File: config.mk
export PLATFORM = sky130hd
export DESIGN_NAME = piso_serial_tx_flat
export DESIGN_NICKNAME = d
export VERILOG_FILES = /design/src/rtl/piso_serial_tx_pkg.sv /design/src/rtl/piso_serial_tx_if.sv /design/src/rtl/piso_serial_tx_mux.sv /design/src/rtl/piso_serial_tx.sv /design/src/flat_wrapper.sv
export SDC_FILE = /design/constraint.sdc
export NUM_CORES = 1
export LEC_CHECK = 0
export CAP_MARGIN = 20
export CORE_AREA = 2 2 43 45
export CTS_CLUSTER_SIZE = 12
export DETAILED_ROUTE_END_ITERATION = 8
export DIE_AREA = 0 0 45 47
export PLACE_DENSITY = 0.75
export SYNTH_ARGS = -nofsm -noshare
export SYNTH_HDL_FRONTEND = slang
export SYNTH_HIERARCHICAL = 1
export SYNTH_SLANG_ARGS = --single-unit
File: constraint.sdc
create_clock -name clk -period 2.2 [get_ports clk]
set_clock_uncertainty 0.05 [all_clocks]
set_input_delay 0.22 -clock clk [delete_from_list [all_inputs] [get_ports clk]]
set_output_delay 0.22 -clock clk [all_outputs]
set_load 0.01 [all_outputs]
File: src/rtl/piso_serial_tx_pkg.sv
`default_nettype none
// ============================================================================
// Module      : piso_pkg
// Description : Shared types and helpers for the parallel-in, serial-out
//               transmitter. Holds the two-state FSM enumeration and the
//               function that sizes the bit counter.
// Revision    : 1.0 - initial release
// ============================================================================
package piso_pkg;

  // Transmitter FSM states. IDLE waits for a word; SHIFT is sending one.
  typedef enum logic [0:0] {
    IDLE  = 1'b0,
    SHIFT = 1'b1
  } state_e;

  // Width of the bit counter for a WIDTH-bit word. The counter only has to
  // reach WIDTH-1, and it is never narrower than one bit.
  function automatic int cnt_width(input int w);
    if (w <= 2) begin
      return 1;
    end
    return $clog2(w);
  endfunction

endpackage : piso_pkg
`default_nettype wire

File: src/rtl/piso_serial_tx_if.sv
`default_nettype none
// ============================================================================
// Module      : piso_serial_tx_if
// Description : Load handshake and serial output bundle of the PISO
//               transmitter.
//   din        - parallel word offered for transmission
//   load_valid - a word is offered on din
//   load_ready - the transmitter can take a word this cycle
//   sout       - serial data bit
//   sout_valid - sout carries a valid bit this cycle
//   busy       - a word is in flight
//   done       - pulse during the last bit of a word
// Modports    : master - word producer / serial consumer side
//               slave  - the transmitter itself
// Revision    : 1.0 - initial release
// ============================================================================
interface piso_serial_tx_if #(
  parameter int WIDTH = 8
);

  logic [WIDTH-1:0] din;
  logic             load_valid;
  logic             load_ready;
  logic             sout;
  logic             sout_valid;
  logic             busy;
  logic             done;

  modport master (
    output din,
    output load_valid,
    input  load_ready,
    input  sout,
    input  sout_valid,
    input  busy,
    input  done
  );

  modport slave (
    input  din,
    input  load_valid,
    output load_ready,
    output sout,
    output sout_valid,
    output busy,
    output done
  );

endinterface : piso_serial_tx_if
`default_nettype wire

File: src/rtl/piso_serial_tx_mux.sv
`default_nettype none
// ============================================================================
// Module      : mux_2x1
// Description : Single-bit two-input multiplexer. One instance sits in front
//               of each shift-register bit and chooses between the parallel
//               load bit and the neighbouring bit being shifted in.
// Ports       : a_i   - input selected when sel_i = 0 (shift path)
//               b_i   - input selected when sel_i = 1 (load path)
//               sel_i - select
//               y_o   - selected value
// Revision    : 1.0 - initial release
// ============================================================================
module mux_2x1 (
  input  logic a_i,
  input  logic b_i,
  input  logic sel_i,
  output logic y_o
);

  assign y_o = sel_i ? b_i : a_i;

endmodule : mux_2x1
`default_nettype wire

File: src/rtl/piso_serial_tx.sv
`default_nettype none
// ============================================================================
// Module      : piso_serial_tx
// Description : Parallel-in, serial-out transmitter. Accepts a WIDTH-bit word
//               over a valid/ready load handshake and sends it one bit per
//               clock with a qualifying valid strobe. A new word may be taken
//               during the last bit of the current one, giving a gapless
//               stream when words are offered continuously.
// Parameters  : WIDTH     - word width in bits (2..32)
//               LSB_FIRST - 1: bit 0 is sent first; 0: bit WIDTH-1 first
// Ports       : clk   - clock, rising edge active
//               rst_n - asynchronous active-low reset
//               tx_if - load handshake and serial output bundle (slave side)
// Revision    : 1.0 - initial release
// ============================================================================
module piso_serial_tx
  import piso_pkg::*;
#(
  parameter int WIDTH     = 8,
  parameter bit LSB_FIRST = 1'b1
) (
  input  logic             clk,
  input  logic             rst_n,
  piso_serial_tx_if.slave  tx_if
);

  localparam int                CNT_W    = cnt_width(WIDTH);
  localparam logic [CNT_W-1:0]  CNT_LAST = CNT_W'(WIDTH - 1);
  localparam logic [CNT_W-1:0]  CNT_ONE  = CNT_W'(1);
  localparam int                OUT_IDX  = LSB_FIRST ? 0 : WIDTH - 1;

  localparam logic [0:0] ST_IDLE  = IDLE;
  localparam logic [0:0] ST_SHIFT = SHIFT;

  logic [0:0]       state_q;
  logic [0:0]       state_d;
  logic [CNT_W-1:0] cnt_q;
  logic [CNT_W-1:0] cnt_d;
  logic [WIDTH-1:0] sr_q;
  logic [WIDTH-1:0] sr_d;

  logic [WIDTH-1:0] w_shift;
  logic             w_busy;
  logic             w_last;
  logic             w_ready;
  logic             w_accept;
  logic             w_sr_en;

  // --------------------------------------------------------------------------
  // Handshake decode: everything here depends only on state and counter, so
  // load_ready never has a combinational path from load_valid.
  // --------------------------------------------------------------------------
  assign w_busy   = (state_q == ST_SHIFT);
  assign w_last   = w_busy && (cnt_q == CNT_LAST);
  assign w_ready  = (state_q == ST_IDLE) || w_last;
  assign w_accept = tx_if.load_valid && w_ready;

  // The register only moves while a word is in flight or being loaded, so it
  // holds its all-zero content while idle.
  assign w_sr_en  = w_accept || w_busy;

  // --------------------------------------------------------------------------
  // Shift register datapath: each bit picks either its din bit (on accept) or
  // its upstream neighbour, with zero entering at the far end.
  // --------------------------------------------------------------------------
  generate
    for (genvar i = 0; i < WIDTH; i++) begin : g_bit
      if (LSB_FIRST) begin : g_lsb
        // Bits move toward bit 0, which is the output end.
        if (i == WIDTH - 1) begin : g_fill
          assign w_shift[i] = 1'b0;
        end else begin : g_move
          assign w_shift[i] = sr_q[i+1];
        end
      end else begin : g_msb
        // Bits move toward bit WIDTH-1, which is the output end.
        if (i == 0) begin : g_fill
          assign w_shift[i] = 1'b0;
        end else begin : g_move
          assign w_shift[i] = sr_q[i-1];
        end
      end

      mux_2x1 u_mux (
        .a_i   (w_shift[i]),
        .b_i   (tx_if.din[i]),
        .sel_i (w_accept),
        .y_o   (sr_d[i])
      );
    end
  endgenerate

  // --------------------------------------------------------------------------
  // FSM and bit counter
  // --------------------------------------------------------------------------
  always_comb begin
    state_d = state_q;
    cnt_d   = cnt_q;
    case (state_q)
      ST_IDLE: begin
        if (w_accept) begin
          state_d = ST_SHIFT;
          cnt_d   = '0;
        end
      end
      ST_SHIFT: begin
        if (w_last) begin
          // Either restart on a back-to-back word or fall back to idle; the
          // counter returns to zero in both cases and never wraps.
          cnt_d   = '0;
          state_d = tx_if.load_valid ? ST_SHIFT : ST_IDLE;
        end else begin
          cnt_d = cnt_q + CNT_ONE;
        end
      end
      default: begin
        state_d = ST_IDLE;
        cnt_d   = '0;
      end
    endcase
  end

  always_ff @(posedge clk or negedge rst_n) begin
    if (!rst_n) begin
      state_q <= ST_IDLE;
      cnt_q   <= '0;
      sr_q    <= '0;
    end else begin
      state_q <= state_d;
      cnt_q   <= cnt_d;
      if (w_sr_en) begin
        sr_q <= sr_d;
      end
    end
  end

  // --------------------------------------------------------------------------
  // Output decode
  // --------------------------------------------------------------------------
  assign tx_if.load_ready = w_ready;
  assign tx_if.sout_valid = w_busy;
  assign tx_if.busy       = w_busy;
  assign tx_if.done       = w_last;
  // Forced low while idle so the line never shows stale register content.
  assign tx_if.sout       = w_busy & sr_q[OUT_IDX];

endmodule : piso_serial_tx
`default_nettype wire

File: src/flat_wrapper.sv
// flat-port wrapper written by rule: the top's interface ports become plain ports
module piso_serial_tx_flat import piso_pkg::*;
#(
  parameter int WIDTH     = 8,
  parameter bit LSB_FIRST = 1'b1
)
  (clk, rst_n, tx_if_din, tx_if_load_valid, tx_if_load_ready, tx_if_sout, tx_if_sout_valid, tx_if_busy, tx_if_done);
  piso_serial_tx_if #(.WIDTH(WIDTH)) tx_if_i ();
  input  logic clk;
  input  logic rst_n;
  input wire logic [$bits(tx_if_i.din)-1:0] tx_if_din;
  input wire logic [$bits(tx_if_i.load_valid)-1:0] tx_if_load_valid;
  output wire logic [$bits(tx_if_i.load_ready)-1:0] tx_if_load_ready;
  output wire logic [$bits(tx_if_i.sout)-1:0] tx_if_sout;
  output wire logic [$bits(tx_if_i.sout_valid)-1:0] tx_if_sout_valid;
  output wire logic [$bits(tx_if_i.busy)-1:0] tx_if_busy;
  output wire logic [$bits(tx_if_i.done)-1:0] tx_if_done;
  assign tx_if_i.din = tx_if_din;
  assign tx_if_i.load_valid = tx_if_load_valid;
  assign tx_if_load_ready = tx_if_i.load_ready;
  assign tx_if_sout = tx_if_i.sout;
  assign tx_if_sout_valid = tx_if_i.sout_valid;
  assign tx_if_busy = tx_if_i.busy;
  assign tx_if_done = tx_if_i.done;
  piso_serial_tx #(.WIDTH(WIDTH), .LSB_FIRST(LSB_FIRST)) u_core (.clk(clk), .rst_n(rst_n), .tx_if(tx_if_i));
endmodule
==> metrics.txt, run 1 <==
CP cell instances ha_1 > ha_1 > nand2b_1 > and2_1 > mux2_4 > mux2_2; TritonCTS buffer count 3; Setup CP Type flip-flop to flip-flop; syn_area_per_cell 14.6 um2; area of the core 1650 um2; Starting Density 38.0%; period utilization 94.2%; DR vias 396; PnR Total Power 1.01 mW; FMAX 483 MHz; Iter 0 DRT Violations 0; pwr dens 1200 nW/um2; Max stage delay on crit path 0.39 ns; Multi-input gate area 315 um2; Via-to-Cell Ratio 4.95; Comb pwr share 46.0%; worst-margin pin slew 0.534 ns; layout filler cell count 154; Hold Vio Cnt, Final 0; Post-route DRC 0; IO Port Bufs 15; worst rel slew slack 64.3%; MaxCap Viol Count 0; Synth Cell Area 627 um2; CP most frequent cell ha_1; layout cells sized above 1 36.5%; Seq pwr share 37.0%; Synth-to-Final Area Change 34.3%; Min-Delay Path Class input port to asynchronous set/reset pin; area post-placement 806 um2; switching share of power 26.8%; Post-CTS Hold Fix Bufs 0; remaining global-route overflow 0; Layout Nets 77; vias in the first global route 372; Total GRT Usage 10.7%; Die ar. 2120 um2; drt wl/cell 12.0 um; Slew Viols, Final 0; critical path peak fanout 8; Peak VDD IR 0.639 mV; Finished Cell Area 842 um2; placer congestion estimate 0.693; die height 47 um; first-pass GRT wire length 1550 um; detailed placer's ending HPWL 774 um; ant diodes 0; clock sinks 12; Post-Route Setup TNS 0 ns; final setup violation count 0; IO Count 16; crit start category flip-flop; Synth cell types 13; clock tree buffer depth 2; Synth Register Bits 12; largest net degree at the start of global routing 13; Critical Path End Type flip-flop; drt first pass iters 1; postcts setup bufs 0; antenna-violating nets left 0; Seq/Total Area, Yosys 47.9%; DIE WIDTH 45 um; Slowest-stage cell, CP dfrtp_1; PostCTS Resize Cnt 0; minimum period implied by the final worst setup slack 2.07 ns; clock power share 17.0%; Clock Tree Root clkbuf_4; switching pwr 0.270 mW; syn nets 56; initial antenna violation count 0; routed wire length 960 um; synth warn 6; Sequential Area 300 um2; CTS tree yes; H-tree levels 1; leakage power 0.357 nW; CP required 2.30 ns; Clock transition at path regs 0.08 ns; Synth Instances 43; status finished clean; internal power 0.739 mW; Worst EP arrival 2.17 ns; Rows 15; RSZ-0062 raised after global routing false; Clock Latency Late Sink 0.26 ns
[worst max-delay path, delay by kind of cell (launching register included)]
kind | cells | cell delay, ns
and+or+nand+nor | 2 | 0.52
adders and majority gates | 2 | 0.39
DFF | 1 | 0.39
muxes | 2 | 0.62
[layout make-up]
| type | count | area share, % |
|---|---|---|
| Multi-Input combinational cell | 29 | 37.4 |
| Clock buffer | 4 | 4.31 |
| Inverter | 1 | 0.446 |
| Sequential cell | 12 | 35.7 |
| Tap cell | 17 | 2.53 |
| Timing Repair Buffer | 17 | 19.6 |
[power by group through the flow]
stage / Combinational [mW] / Sequential, mW / Clock [mW]
floorplan: 0.332 / 0.375 / 0
global route: 0.507 / 0.390 / 0.187
finish: 0.464 / 0.373 / 0.171
detailed placement: 0.473 / 0.380 / 0
global placement: 0.457 / 0.376 / 0
CTS: 0.473 / 0.376 / 0.178
[kinds of logic (layout without fill, tap and decap cells)]
logic type	count (synthesis)	after routing	share of synthesized area, %
compound gates	3	3	3.99
fa+ha+maj	2	2	3.99
other cells	1	1	0.598
mux	16	16	33.5
flops	12	12	47.9
buf+inv	2	22	1.80
simple gates	7	7	8.18
[final timing paths]
check                                start         endpoint  slack, ns  cells past startpoint
min                                  rst_n   u_core/sr_q[3]       0.25                      1
max in group asynchronous            rst_n  u_core/cnt_q[1]       1.50                      1
min in group clk           u_core/cnt_q[0]  u_core/cnt_q[0]       0.44                      1
min reg2reg                u_core/cnt_q[0]  u_core/cnt_q[0]       0.44                      1
max reg2reg                u_core/cnt_q[0]   u_core/sr_q[6]       0.13                      6
max                        u_core/cnt_q[0]   u_core/sr_q[6]       0.13                      6
[synth_stat cells]
cell / count / area (um2)
dfrtp_1: 12 / 300
or3b_1: 1 / 8.76
conb_1: 1 / 3.75
ha_1: 2 / 25.0
mux2_2: 8 / 90.1
nand2b_1: 2 / 12.5
nor2_4: 1 / 11.3
buf_4: 1 / 7.51
mux2_4: 8 / 120
a32o_1: 2 / 20.0
o21ai_0: 1 / 5.00
and2_1: 3 / 18.8
inv_1: 1 / 3.75
[layer usage]
layer  vias to the layer above  global-route usage [%]  wire length [um]
met5                         -                       0                 0
met4                         0                    7.06                 9
met3                         2                    2.31                48
met2                        12                    17.7               491
met1                       188                    12.5               410
li1                        194                       -                 -
[cells in the final DEF, fill, tap and decap left out]
| cell | Yosys | layout |
|---|---|---|
| clkbuf_4 | 0 | 3 |
| and2_1 | 3 | 3 |
| conb_1 | 1 | 1 |
| mux2_2 | 8 | 8 |
| buf_4 | 1 | 2 |
| inv_1 | 1 | 1 |
| nand2b_1 | 2 | 2 |
| a32o_1 | 2 | 2 |
| dfrtp_1 | 12 | 12 |
| nor2_4 | 1 | 1 |
| or3b_1 | 1 | 1 |
| mux2_4 | 8 | 8 |
| ha_1 | 2 | 2 |
| clkbuf_8 | 0 | 1 |
| o21ai_0 | 1 | 1 |
| clkdlybuf4s50_1 | 0 | 15 |
[state kept, by name, summed over array words and instances, names as in the netlist]
signal             count
u_core/cnt_q           3
u_core/sr_q            8
u_core/tx_if.busy      1
[stage by stage]
stage | hold slack [ns] | std cells | setup slack (ns) | utilization (%)
2_1_floorplan | -0.126 | 43 | 0.168 | -
3_3_place_gp | 0.434 | 76 | 0.144 | 48.8
3_5_place_dp | 0.440 | 76 | 0.123 | 48.8
4_1_cts | 0.271 | 80 | 0.111 | 51.0
5_1_grt | 0.301 | 80 | 0.0183 | 51.0
6_report | 0.250 | 80 | 0.128 | 51.0
No activity file was read; power rests on OpenSTA's default activity.
==> run 2, diff against run 1 <==
==> constraint.sdc (replaced) <==
create_clock -name clk -period 2.2 [get_ports clk]
set_clock_uncertainty 0.05 [all_clocks]
set_input_delay 0.22 -clock clk [delete_from_list [all_inputs] [get_ports clk]]
set_output_delay 0.22 -clock clk [all_outputs]
set_load 0.02 [all_outputs]
==> results of run 2 <==
The final DEF is identical to that of run 1. Status: finished clean.
Main changes from that run: total power 1.01 mW -> 1.04 mW; worst IR drop on VDD 0.639 mV -> 0.640 mV
